**config.mk**
```make
export PLATFORM = sky130hd
export DESIGN_NAME = triumph_mem_stage
export DESIGN_NICKNAME = d
export VERILOG_FILES = /design/src/rtl/triumph_mem_stage.sv
export SDC_FILE = /design/constraint.sdc
export NUM_CORES = 1
export LEC_CHECK = 0
export CAP_MARGIN = 20
export CELL_PAD_IN_SITES_DETAIL_PLACEMENT = 1
export CELL_PAD_IN_SITES_GLOBAL_PLACEMENT = 2
export CORE_ASPECT_RATIO = 0.5
export CORE_UTILIZATION = 38
export DETAILED_ROUTE_END_ITERATION = 8
export DONT_BUFFER_PORTS = 1
export PLACE_DENSITY = 0.76
export SYNTH_ARGS = -nofsm -noshare
export SYNTH_HDL_FRONTEND = slang
export SYNTH_SLANG_ARGS = --single-unit
```
**constraint.sdc**
```tcl
create_clock -name clk_i -period 6.93 [get_ports clk_i]
set_clock_uncertainty 0.2 [all_clocks]
set_input_delay 0 -clock clk_i [delete_from_list [all_inputs] [get_ports clk_i]]
set_output_delay 0 -clock clk_i [all_outputs]
set_load 0.05 [all_outputs]
```
**src/rtl/triumph_mem_stage.sv**
```systemverilog
// Memory stage: accepts EX results, issues aligned dcache load/store requests,
// formats load data and produces a single registered writeback per transaction.
module triumph_mem_stage #(
  parameter int TIMEOUT_CYCLES = 16
) (
  input  logic        clk_i,
  input  logic        rstn_i,
  input  logic        ex_valid_i,
  output logic        ex_ready_o,
  input  logic [31:0] ex_result_i,
  input  logic [31:0] ex_wdata_i,
  input  logic [1:0]  ex_memop_i,
  input  logic [1:0]  ex_size_i,
  input  logic        ex_unsigned_i,
  input  logic [4:0]  ex_rd_i,
  input  logic        ex_rd_we_i,
  output logic        dcache_req_o,
  input  logic        dcache_gnt_i,
  output logic [31:0] dcache_addr_o,
  output logic        dcache_we_o,
  output logic [3:0]  dcache_be_o,
  output logic [31:0] dcache_wdata_o,
  input  logic        dcache_rvalid_i,
  input  logic [31:0] dcache_rdata_i,
  output logic        wb_valid_o,
  output logic [4:0]  wb_rd_o,
  output logic        wb_we_o,
  output logic [31:0] wb_data_o,
  output logic        err_misalign_o,
  output logic        err_timeout_o
);

  // state  | meaning
  // IDLE   | ready for a new EX transfer
  // REQ    | dcache request asserted, waiting for grant
  // WAIT   | load granted, waiting for rvalid or timeout
  typedef enum logic [1:0] {S_IDLE, S_REQ, S_WAIT} state_t;

  localparam logic [7:0] CNT_LAST = 8'(TIMEOUT_CYCLES - 1);

  state_t      state_q, state_d;
  logic [7:0]  cnt_q, cnt_d;
  logic [31:0] addr_q, addr_d;
  logic [31:0] wdata_q, wdata_d;
  logic [1:0]  size_q, size_d;
  logic        uns_q, uns_d;
  logic        store_q, store_d;
  logic [4:0]  rd_q, rd_d;
  logic        rd_we_q, rd_we_d;

  logic        wb_valid_q, wb_valid_d;
  logic [4:0]  wb_rd_q, wb_rd_d;
  logic        wb_we_q, wb_we_d;
  logic [31:0] wb_data_q, wb_data_d;
  logic        err_mis_q, err_mis_d;
  logic        err_to_q, err_to_d;

  logic        xfer, in_load, in_store, in_mem, in_misalign;
  logic        timeout_hit;
  logic [31:0] rshift, load_data;
  logic [3:0]  st_be;
  logic [31:0] st_wdata;

  always_comb begin
    xfer        = ex_valid_i && ex_ready_o;
    in_load     = (ex_memop_i == 2'b01);
    in_store    = (ex_memop_i == 2'b10);
    in_mem      = in_load || in_store;
    in_misalign = in_mem && ((ex_size_i == 2'b11) ||
                             (ex_size_i == 2'b01 && ex_result_i[0]) ||
                             (ex_size_i == 2'b10 && ex_result_i[1:0] != 2'b00));
    timeout_hit = (state_q == S_WAIT) && !dcache_rvalid_i && (cnt_q == CNT_LAST);
  end

  always_ff @(posedge clk_i or negedge rstn_i) begin
    if (!rstn_i) begin
      state_q    <= S_IDLE;
      cnt_q      <= '0;
      addr_q     <= '0;
      wdata_q    <= '0;
      size_q     <= '0;
      uns_q      <= 1'b0;
      store_q    <= 1'b0;
      rd_q       <= '0;
      rd_we_q    <= 1'b0;
      wb_valid_q <= 1'b0;
      wb_rd_q    <= '0;
      wb_we_q    <= 1'b0;
      wb_data_q  <= '0;
      err_mis_q  <= 1'b0;
      err_to_q   <= 1'b0;
    end else begin
      state_q    <= state_d;
      cnt_q      <= cnt_d;
      addr_q     <= addr_d;
      wdata_q    <= wdata_d;
      size_q     <= size_d;
      uns_q      <= uns_d;
      store_q    <= store_d;
      rd_q       <= rd_d;
      rd_we_q    <= rd_we_d;
      wb_valid_q <= wb_valid_d;
      wb_rd_q    <= wb_rd_d;
      wb_we_q    <= wb_we_d;
      wb_data_q  <= wb_data_d;
      err_mis_q  <= err_mis_d;
      err_to_q   <= err_to_d;
    end
  end

  always_comb begin
    state_d = state_q;
    case (state_q)
      S_IDLE: if (xfer && in_mem && !in_misalign) state_d = S_REQ;
      S_REQ:  if (dcache_gnt_i) state_d = store_q ? S_IDLE : S_WAIT;
      S_WAIT: if (dcache_rvalid_i || timeout_hit) state_d = S_IDLE;
      default: state_d = S_IDLE;
    endcase
  end

  always_comb begin
    addr_d  = addr_q;
    wdata_d = wdata_q;
    size_d  = size_q;
    uns_d   = uns_q;
    store_d = store_q;
    rd_d    = rd_q;
    rd_we_d = rd_we_q;
    if (xfer) begin
      addr_d  = ex_result_i;
      wdata_d = ex_wdata_i;
      size_d  = ex_size_i;
      uns_d   = ex_unsigned_i;
      store_d = in_store;
      rd_d    = ex_rd_i;
      rd_we_d = ex_rd_we_i;
    end
    cnt_d = '0;
    if (state_q == S_WAIT && !dcache_rvalid_i) cnt_d = cnt_q + 8'd1;
  end

  // Load alignment and extension; rdata is word-aligned from the cache
  always_comb begin
    rshift = dcache_rdata_i >> {addr_q[1:0], 3'b000};
    case (size_q)
      2'b00:   load_data = {{24{~uns_q & rshift[7]}}, rshift[7:0]};
      2'b01:   load_data = {{16{~uns_q & rshift[15]}}, rshift[15:0]};
      default: load_data = rshift;
    endcase
  end

  always_comb begin
    case (size_q)
      2'b00: begin
        st_be    = 4'b0001 << addr_q[1:0];
        st_wdata = {4{wdata_q[7:0]}};
      end
      2'b01: begin
        st_be    = addr_q[1] ? 4'b1100 : 4'b0011;
        st_wdata = {2{wdata_q[15:0]}};
      end
      default: begin
        st_be    = 4'b1111;
        st_wdata = wdata_q;
      end
    endcase
  end

  always_comb begin
    wb_valid_d = 1'b0;
    err_mis_d  = 1'b0;
    err_to_d   = 1'b0;
    wb_rd_d    = wb_rd_q;
    wb_we_d    = wb_we_q;
    wb_data_d  = wb_data_q;
    case (state_q)
      S_IDLE: begin
        if (xfer && (!in_mem || in_misalign)) begin
          wb_valid_d = 1'b1;
          wb_rd_d    = ex_rd_i;
          wb_data_d  = ex_result_i;
          wb_we_d    = !in_mem && ex_rd_we_i && (ex_rd_i != 5'd0);
          err_mis_d  = in_misalign;
        end
      end
      S_REQ: begin
        if (dcache_gnt_i && store_q) begin
          wb_valid_d = 1'b1;
          wb_rd_d    = rd_q;
          wb_data_d  = addr_q;
          wb_we_d    = 1'b0;
        end
      end
      S_WAIT: begin
        if (dcache_rvalid_i) begin
          wb_valid_d = 1'b1;
          wb_rd_d    = rd_q;
          wb_data_d  = load_data;
          wb_we_d    = rd_we_q && (rd_q != 5'd0);
        end else if (timeout_hit) begin
          wb_valid_d = 1'b1;
          wb_rd_d    = rd_q;
          wb_data_d  = addr_q;
          wb_we_d    = 1'b0;
          err_to_d   = 1'b1;
        end
      end
      default: ;
    endcase
  end

  always_comb begin
    ex_ready_o     = rstn_i && (state_q == S_IDLE);
    dcache_req_o   = (state_q == S_REQ);
    dcache_addr_o  = dcache_req_o ? {addr_q[31:2], 2'b00} : 32'd0;
    dcache_we_o    = dcache_req_o && store_q;
    dcache_be_o    = dcache_req_o ? st_be : 4'd0;
    dcache_wdata_o = (dcache_req_o && store_q) ? st_wdata : 32'd0;
    wb_valid_o     = wb_valid_q;
    wb_rd_o        = wb_rd_q;
    wb_we_o        = wb_we_q;
    wb_data_o      = wb_data_q;
    err_misalign_o = err_mis_q;
    err_timeout_o  = err_to_q;
  end

endmodule

```
==> After elaboration in Yosys (flattened, before gate mapping) <==
Index checks and enable logic that the tools add are counted.
{ "totals": {"reg_bits": 125, "latch_bits": 0, "mem_bits_rw": 0, "romBits": 0, "inputBits": 112, "out_inout_bits": 112, "elab_cells": 104, "memories": 0} }
{ "op_classes": {"addsub": 1, "mul": 0, "n_div": 0, "order_cmp": 0, "n_eq_ne": 15, "shifts": 2, "n_mux": 37, "bitwise_logic": 3, "n_reduce_logical": 31} }
{ "ops": {"columns": ["op", "n"], "rows": [
  ["2-to-1 mux 32 bit", 6],
  ["case mux 32 bit (2 select lines)", 2],
  ["case mux 32 bit (3 select lines)", 1],
  ["right shift 32 x 5 -> 32 bit", 1],
  ["2-to-1 mux 5 bit", 4],
  ["logical AND 1 bit", 15],
  ["case mux 5 bit (3 select lines)", 1],
  ["2-to-1 mux 1 bit", 12],
  ["nonzero test 5 bit", 2],
  ["adder 8 x 1 -> 8 bit (second input constant)", 1],
  ["equality test 2 x 1 -> 1 bit (second input constant)", 4],
  ["equality test 2 bit (second input constant)", 4],
  ["equality test 8 x 4 -> 1 bit (second input constant)", 1],
  ["2-to-1 mux 2 bit", 4],
  ["2-to-1 mux 4 bit", 2],
  ["2-to-1 mux 8 bit", 1],
  ["case mux 4 bit (2 select lines)", 1],
  ["inequality test 2 x 1 -> 1 bit (second input constant)", 3],
  ["case mux 1 bit (3 select lines)", 2],
  ["case mux 2 bit (3 select lines)", 1],
  ["logical OR 1 bit", 5],
  ["zero test 2 bit", 2],
  ["inequality test 2 bit (second input constant)", 2],
  ["AND reduction 4 bit", 1],
  ["other kinds (8)", 11]
]} }

==> Logic depth before layout (Yosys ltp) <==
Gate-level depths: netlist of run 1.
{ "logic_depth": {"ltp_word": 9, "mapped_depth": 10, "mapped_depth_nobuf": 7} }

==> Worst setup path before layout of run 1 <==
No wires, ideal clock.
{ "synth_timing": {"kind": "register to register", "startpoint": "register state_q[1]", "endpoint": "register wb_data_q[3], in the netlist wb_data_o[3]", "setup_ns": 0.065, "arrival_time_ns": 2.236, "required_ns": 6.665, "path_slack_ns": 4.429, "path_stages_with_launch": 9, "path_buffers": 1, "period_less_slack_ns": 2.501, "path_cell_list": "dfrtp_1 inv_1 ha_1 clkinv_1 nand2_1 clkbuf_1 a2bb2oi_1 a211oi_1 a21o_1"} }
{ "synth_between": {"word_cells_on_any_way": 14, "cone_classes": "eq/ne: 5; mux: 1; reduce/logical: 8"} }
{ "synth_rtl": {"columns": ["item", "line", "rtl"], "rows": [
  ["start: declaration", "41", "state_t state_q, state_d;"],
  ["start signal: assignment", "93", "state_q <= state_d;"],
  ["equality test 2 x 1 -> 1 bit (*)", null, null],
  ["via dcache_req_o", "17", "output logic dcache_req_o,"],
  ["inequality test 2 x 1 -> 1 bit (no line) / nonzero test 3 bit (equally long branches)", null, null],
  ["AND reduction 4 bit (no line)", null, null],
  ["end signal: assignment", "105", "wb_data_q <= wb_data_d;"],
  ["end: declaration", "54", "logic [31:0] wb_data_q, wb_data_d;"]
]} }
Mark *: on every way through the listed nets, which the timed path passes. The rest lies on a longest branch.
A chain may end at the register's enable or synchronous reset.

==> Worst setup path in the final report of run 1 <==
{ "layout_timing": {"startpoint": "register state_q[1]", "endpoint": "register wb_data_q[3], in the netlist wb_data_o[3]"} }
{ "layout_between": {"elab_chain_len": 6, "word_cells_on_any_way": 14, "cone_classes": "eq/ne: 5; mux: 1; reduce/logical: 8"} }
{ "layout_rtl": {"columns": ["item", "line", "rtl"], "rows": [
  ["zero test 2 bit", "176, 213", null],
  ["logical AND 1 bit", "213", "ex_ready_o = rstn_i && (state_q == S_IDLE);"],
  ["logical AND 1 bit", "65", "xfer = ex_valid_i && ex_ready_o;"],
  ["logical AND 1 bit", "178", "if (xfer && (!in_mem || in_misalign)) begin"],
  ["inequality test 2 bit (no line)", null, null],
  ["AND reduction 4 bit (no line)", null, null]
]} }
Several ways; a longest one is shown, not always the timed one.

==> results of run 1 <==
routing by layer:
metal  part of all wire, %  up-vias
li1                      -     2528
met1                    46     2856
met2                    46      196
met3                   6.2       35
met4                   1.5        2
met5                 0.056        -
placed cells by master, fill, tap and decap left out, types with 7 or more instances in the layout:
cell	Yosys	final
nand2_1	55	55
o31ai_1	16	16
mux2_2	97	97
a2bb2oi_1	7	7
inv_1	8	8
a21o_1	8	8
clkbuf_16	0	17
a211oi_1	7	7
mux2i_1	29	29
and2_1	32	32
a221oi_1	24	24
a21oi_1	24	24
dfrtp_1	125	125
o211ai_1	7	7
nor2_1	66	66
o21ai_0	30	30
and3_1	11	10
dlygate4sd3_1	0	110
Yosys cell counts (8+ instances only):
cell / instances
dfrtp_1: 125
nor2_1: 66
buf_2: 17
and2_1: 32
a21oi_1: 24
a21o_1: 8
a221oi_1: 24
mux2i_1: 29
nand2_1: 55
o21ai_0: 30
clkbuf_1: 25
and3_1: 11
inv_1: 8
o31ai_1: 16
mux2_2: 97
sequential cells by signal, indices dropped and copies added, names as in the netlist:
register        flops
addr_q             32
wb_data_o          32
wdata_q            32
cnt_q               8
rd_q                5
wb_rd_o             5
size_q              2
state_q             2
err_misalign_o      1
err_timeout_o       1
rd_we_q             1
store_q             1
uns_q               1
wb_valid_o          1
wb_we_o             1
final cells by class:
cell class / instances / area (um2)
clock inverter: 7 / 62.6
antenna: 1 / 2.50
fill: 1889 / 8820
sequential: 125 / 3130
multi-input combinational: 468 / 3430
clock buffer: 24 / 492
tap: 234 / 293
timing repair buffer: 117 / 1170
inverter: 10 / 37.5
critical path, stage by stage (launching register included):
cell,delay [ns]
dfrtp_1,0.43
inv_1,0.15
ha_2,0.25
and3_4,0.90
o311ai_1,0.28
a2111o_2,0.52
buf_4,0.35
a211oi_1,0.30
a21o_1,0.11
through the flow:
step	hold slack [ns]	power (mW)	instance area [um2]	worst slack [ns]
floorplan	-0.496	3.51	6820	4.43
global placement	-0.492	3.90	6930	3.48
detailed placement	-0.492	3.98	6930	3.33
CTS	0.00522	4.95	8610	3.32
global route	0.0498	5.23	8620	3.03
finish	-0.0336	4.95	8620	3.32
cells by family (layout without fill, tap and decap cells):
group,after synthesis,in the layout,synth area share [%]
AO/OA/AOI/OAI,141,141,14.4
multiplexers,128,128,20.9
XOR/XNOR,6,6,0.771
adder cells (fa/ha/maj),7,7,1.28
AND/OR/NAND/NOR,184,184,12.6
buffers and inverters,61,158,4.06
other,1,3,0.0550
flip-flops,125,125,45.9
timing repair:
action                                 in CTS  in global routing
hold buffers                              111                  0
endpoints found under the hold margin     250                  0
buffers inserted                            0                  0
power by group through the flow:
stage               logic [mW]  clock network (mW)  registers [mW]
floorplan                 1.89                   0            1.62
global placement          2.12                   0            1.78
detailed placement        2.17                   0            1.80
CTS                       2.29               0.870            1.79
global route              2.47               0.904            1.85
finish                    2.30               0.852            1.80
worst paths after layout:
path	from	end	slack (ns)
hold / removal	rstn_i	rd_q[2]	-0.03
hold reg to reg	cnt_q[0]	cnt_q[0]	0.27
setup reg to reg	state_q[1]	wb_data_o[3]	3.32
max in group asynchronous	rstn_i	wdata_q[29]	5.93
setup / recovery	state_q[1]	wb_data_o[3]	3.32
min in group clk_i	ex_rd_i[4]	wb_we_o	0.03
==> metrics.yaml, run 1 <==
outcome: "finished with violations"
violations: "hold timing"
nets: 858
yosys-top-cells-area: "dfrtp_1 46%, mux2_2 16%, mux2i_1 4.3%"
fin_crit_sh_pct: 52.1
synth_edf_count: 0
fin_util_pct: 49.4
max_cap_violations: 0
max-vdd-ir-drop_v: 0.000276
syn-cell-area_um2: 6820
htreeDepth: 4
worstSetupPathType: "register to register"
grt_pass1_vias: 6156
top_usage_layer: "met2"
first_pass_iters: 5
grt_max_degree: 127
power_leakage_nw: 3.66
synth_top_area_share_pct: 45.9
setup_viol: 0
r2r_cells: 8
p_seq_share_pct: 36.3
core-area_um2: 17400
cp-start-kind: "register"
syn_avg_cell_area_um2: 10.4
synth_warnings: 0
initial_utilization_pct: 39.1
clkTransAtPathRegs_ns: 0.06
rsz0062_at_grt: "false"
via_per_inst: 5.70
synth_seq_cells: 125
swShare_pct: 51.5
crit_path_end_kind: "register"
use_met3_pct: 7.15
grt_util_all_layers_pct: 26.1
wire_per_inst_um: 23.7
cts_sinks: 125
cts_tree: "yes"
syn_inst: 653
post_cts_resized: 0
fin_crit_ns: 3.61
drtAntennaViolNets: 0
cts-root-buf: "clkbuf_16"
relSlewSlack_pct: 25.0
power.share.combinational_pct: 46.4
fmax_mhz: 277
grt_overflow_total: 0
die_w_um: 191
clock_power_share_pct: 17.2
area_delta_synth_final_pct: 26.4
synthArstFlopShare_pct: 100
cts_buffers: 17
whs_ns: -0.0336
drtIter0Drc: 332
cp_max_fo: 76
dominantRegCellSynth: "dfrtp_1"
fin_cells: 986
power.internal_mw: 2.40
die-area_um2: 18500
power-per-cell-area_nw_per_um2: 574
rows: 34
io_buffers: 0
drive_gt1_share_pct: 19.0
grt_pass1_wl_um: 36700
antenna_found_initial: 3
gr-usage-met1_pct: 35.7
timing.final.max_slew_violations: 0
clk_path_buf_depth: 2
synth_cell_types: 51
gp_congestion: 0.833
synth_area_leader_cell: "dfrtp_1"
tightest_slew_ns: 1.13
dp_hpwl_um: 14800
crit_required_ns: 7.08
ys_seq_area_share_pct: 45.9
hp-class: "input pin to asynchronous set/reset pin"
vias: 5617
p_switching_mw: 2.55
placedCellCount: 843
ios: 224
drc: 0
fin_tns_setup_ns: 0
die_h_um: 96.7
clk_latency_ns: 0.42
final_hold_viol_count: 3
routed_wl_um: 23400
cp.arrival_ns: 3.76
grtUsageMet2_pct: 39.9
No activity file was read; power rests on OpenSTA's default activity.
==> inputs of run 2 (changes only) <==
clock period = 3.58 ns   (was 6.93 ns; I/O delays follow)
==> metrics.yaml, run 2 (synthesized netlist as in run 1, its figures left out) <==
drtAntennaViolNets: 0
via_per_inst: 5.61
clkTransAtPathRegs_ns: 0.06
p_switching_mw: 5.01
fmax_mhz: 300
final_hold_viol_count: 21
nets: 894
power-per-cell-area_nw_per_um2: 1100
antenna_found_initial: 2
fin_crit_sh_pct: 93.3
rows: 34
crit_required_ns: 3.65
power.share.combinational_pct: 47.5
clk_latency_ns: 0.42
grt_pass1_wl_um: 36700
crit_slowest_cell: "dfrtp_1"
gp_congestion: 0.831
clock_power_share_pct: 17.8
io_buffers: 0
die-area_um2: 18500
cts_tree: "yes"
fin_crit_ns: 3.34
drtIter0Drc: 322
die_h_um: 96.7
drive_gt1_share_pct: 23.1
whs_ns: -0.0507
htreeDepth: 4
swShare_pct: 50.9
max-vdd-ir-drop_v: 0.000477
final_area_um2: 8930
clk_path_buf_depth: 2
fin_tns_setup_ns: 0
setup_viol: 0
timing.final.max_slew_violations: 0
cts_setup_buffers: 0
tightest_slew_ns: 1.02
final_common_cell: "dfrtp_1"
r2r_slack_ns: 0.24
drc: 0
crit_path_end_kind: "register"
worstSetupPathType: "register to register"
cp_num_buf_inv: 2
vias: 5739
crit_family: "buffers and inverters"
path_common_cell: "o21ai_0"
postPlaceCellArea_um2: 7190
wire_per_inst_um: 22.8
cts_sinks: 125
cp-start-kind: "register"
ios: 224
power.internal_mw: 4.84
area_delta_synth_final_pct: 31.1
violations: "hold timing"
cts-root-buf: "clkbuf_16"
routed_wl_um: 23400
p_seq_share_pct: 34.7
cp.arrival_ns: 3.41
outcome: "finished with violations"
die_w_um: 191
cts_buffers: 17
reg2reg_from: "addr_q[0]"
r2r_end: "wb_data_o[10]"
max_stage_delay_ns: 0.89
r2r_cells: 6
rsz0062_at_grt: "false"
layout_common_cells: "125 x dfrtp_1, 112 x dlygate4sd3_1, 97 x mux2_2"
first_pass_iters: 4
grt_overflow_total: 0
grt_max_degree: 128
dp_hpwl_um: 15100
max_cap_violations: 0
hp-class: "input pin to asynchronous set/reset pin"
cp_max_fo: 20
path_cells: "clkinvlp_4 -> a221oi_1 -> o211ai_1 -> dlygate4sd3_1 -> o21ai_0 -> o21ai_0"
core-area_um2: 17400
initial_utilization_pct: 39.1
relSlewSlack_pct: 32.2
power_leakage_nw: 3.86
report.power.total_mw: 9.85
grt_util_all_layers_pct: 26.1
grt_pass1_vias: 6234
## run 2: power groups by stage
stage	Sequential, mW	Combinational, mW	Clock (mW)
floorplan	3.14	3.67	0
global placement	3.40	4.31	0
detailed placement	3.43	4.43	0
CTS	3.41	4.68	1.79
global route	3.52	5.06	1.86
finish	3.42	4.68	1.75
## run 2: stage by stage
stage | worst slack (ns) | util (%) | instances
floorplan | 1.08 | - | 654
global placement | 0.830 | 41.2 | 877
detailed placement | 0.744 | 41.2 | 877
CTS | 0.260 | 51.2 | 1022
global route | 0.0390 | 51.2 | 1023
finish | 0.242 | 51.2 | 1023
## run 2: routing by layer
metal	up-vias	GRT usage (%)	routed length, um
li1	2585	-	-
met1	2941	36.2	10900
met2	173	39.8	10700
met3	40	7.04	1340
met4	0	7.14	403
met5	-	0	0
## run 2: area by class of cell
class                           instances  area, um2
Antenna cell                            1       2.50
Timing Repair Buffer                  153       1450
Fill cell                            1860       8510
Inverter                               10       41.3
Tap cell                              234        293
Clock buffer                           19        453
Clock inverter                         13        140
Sequential cell                       125       3130
Multi-Input combinational cell        468       3430
## run 2: worst max-delay path by stage
| stage | start | endpoint | slack, ns | cells past startpoint |
|---|---|---|---|---|
| 6_report | addr_q[0] | wb_data_o[10] | 0.24 | 6 |
| 5_1_grt | addr_q[0] | wb_data_o[10] | 0.04 | 6 |
| 4_1_cts | addr_q[0] | wb_data_o[10] | 0.26 | 6 |
| 3_5_place_dp | state_q[0] | wb_data_o[1] | 0.74 | 8 |
| 3_3_place_gp | addr_q[0] | wb_data_o[9] | 0.83 | 5 |
| 2_1_floorplan | state_q[1] | wb_data_o[3] | 1.08 | 8 |
## run 2: repair_timing
action,CTS,global route
gates resized for setup,0,1
endpoints found under the hold margin,250,0
hold buffers,113,0
endpoints found under the setup margin,0,1
==> inputs of run 3 (changes only) <==
CELL_PAD_IN_SITES_DETAIL_PLACEMENT = not set   (was 1)
CELL_PAD_IN_SITES_GLOBAL_PLACEMENT = not set   (was 2)
CORE_UTILIZATION = 30   (was 38)
PLACE_DENSITY = not set   (was 0.76)
PLACE_DENSITY_LB_ADDON = 0.1   (was not set)
==> metrics.yaml, run 3 (synthesized netlist as in run 1, its figures left out) <==
max-vdd-ir-drop_v: 0.000350
routed_wl_um: 24000
drc: 0
cts_hold_repair.buffers: 111
fmax_mhz: 336
layout_common_cells: "125 x dfrtp_1, 110 x dlygate4sd3_1, 97 x mux2_2"
ios: 224
die_h_um: 109
drtAntennaViolNets: 0
rsz0062_at_grt: "false"
fill_cells: 2161
fin_crit_ns: 2.98
first_pass_iters: 7
initial_utilization_pct: 31.0
post_cts_resized: 0
area_delta_synth_final_pct: 32.6
grt_pass1_vias: 5943
r2r_slack_ns: 0.60
power-per-cell-area_nw_per_um2: 1100
max_stage_delay_ns: 0.79
timing.final.max_slew_violations: 0
vias: 5704
htreeDepth: 4
power.internal_mw: 4.97
cts_setup_buffers: 0
rows: 38
cts-root-buf: "clkbuf_16"
crit_required_ns: 3.70
dp_hpwl_um: 15900
clock_power_share_pct: 19.0
clkTransAtPathRegs_ns: 0.06
fin_cells: 1088
drtIter0Drc: 289
fin_tns_setup_ns: 0
cts_sinks: 125
antenna_found_initial: 2
p_switching_mw: 4.99
clk_path_buf_depth: 2
core-area_um2: 22000
relSlewSlack_pct: 29.4
grt_max_degree: 128
fin_util_pct: 41.1
clk_latency_ns: 0.43
cp-start-kind: "register"
r2r_end: "wb_data_o[27]"
r2r_cells: 7
swShare_pct: 50.1
p_seq_share_pct: 34.4
power.share.combinational_pct: 46.6
nets: 892
fin_crit_sh_pct: 83.3
wire_per_inst_um: 22.1
die_w_um: 215
worstSetupPathType: "register to register"
cp_max_fo: 41
die-area_um2: 23400
crit_path_end_kind: "register"
cts_tree: "yes"
reg2reg_from: "state_q[0]"
gp_congestion: 0.827
crit_slowest_cell: "a2111o_2"
hp-class: "input pin to asynchronous set/reset pin"
cp_num_buf_inv: 2
path_cells: "inv_1 -> ha_1 -> nand2b_1 -> a21oi_1 -> a2111o_2 -> buf_4 -> o31ai_1"
drive_gt1_share_pct: 22.9
cp.arrival_ns: 3.11
max_cap_violations: 0
io_buffers: 0
final_common_cell: "dfrtp_1"
outcome: "finished clean"
tightest_slew_ns: 1.06
power_leakage_nw: 3.87
placedCellCount: 943
cts_buffers: 17
final_hold_viol_count: 0
setup_viol: 0
grt_pass1_wl_um: 37000
crit_family: "compound AO/OA/AOI/OAI gates"
grt_util_all_layers_pct: 21.2
grt_overflow_total: 0
via_per_inst: 5.24
## run 3: cell types whose count changed in the layout (fill, tap and decap cells not counted), sizes merged
cell,before,now
clkbuf,19,21
dlygate4sd3,112,110
bufinv,2,4
diode,1,2
inv,10,8
clkinvlp,5,2
clkinv,6,7
## run 3: per-layer routing
| metal | vias to the layer above | GRT usage (%) | wire [um] |
|---|---|---|---|
| met2 | 168 | 31.2 | 10600 |
| li1 | 2591 | - | - |
| met3 | 41 | 6.41 | 1380 |
| met5 | - | 0 | 13 |
| met4 | 2 | 8.97 | 614 |
| met1 | 2902 | 28.8 | 11400 |
## run 3: how the worst max path moves through the flow
stage / startpoint / endpoint / slack (ns) / depth (start not counted)
2_1_floorplan: state_q[1] / wb_data_o[3] / 1.08 / 8
3_3_place_gp: state_q[0] / wb_data_o[24] / 0.72 / 7
3_5_place_dp: state_q[0] / wb_data_o[25] / 0.61 / 7
4_1_cts: state_q[0] / wb_data_o[28] / 0.58 / 7
5_1_grt: state_q[0] / wb_data_o[22] / 0.30 / 8
6_report: state_q[0] / wb_data_o[27] / 0.60 / 7
## run 3: final cells by class
class | instances | area (um2) | area share (%)
diodes | 2 | 5.00 | 0.0554
well taps | 300 | 375 | 4.15
multi-input cells | 468 | 3430 | 37.9
repair buffers | 151 | 1430 | 15.8
clock inverters | 11 | 164 | 1.81
inverters | 10 | 37.5 | 0.415
flip-flops and latches | 125 | 3130 | 34.6
clock buffers | 21 | 470 | 5.21
## run 3: power by group through the flow
stage / Clock [mW] / Combinational [mW] / Sequential, mW
after detailed placement: 0 / 4.42 / 3.46
after global routing: 2.01 / 5.02 / 3.53
final: 1.90 / 4.64 / 3.43
after floorplan: 0 / 3.67 / 3.14
after global placement: 0 / 4.39 / 3.45
after CTS: 1.95 / 4.65 / 3.43
## run 3: metrics by stage
stage	area (um2)	power [mW]	hold WS, ns	setup WS (ns)
2_1_floorplan	6820	6.80	-0.496	1.08
3_3_place_gp	7270	7.84	-0.491	0.716
3_5_place_dp	7270	7.88	-0.492	0.611
4_1_cts	9030	10.0	0.00476	0.583
5_1_grt	9030	10.6	0.0356	0.300
6_report	9040	9.96	0.0302	0.599
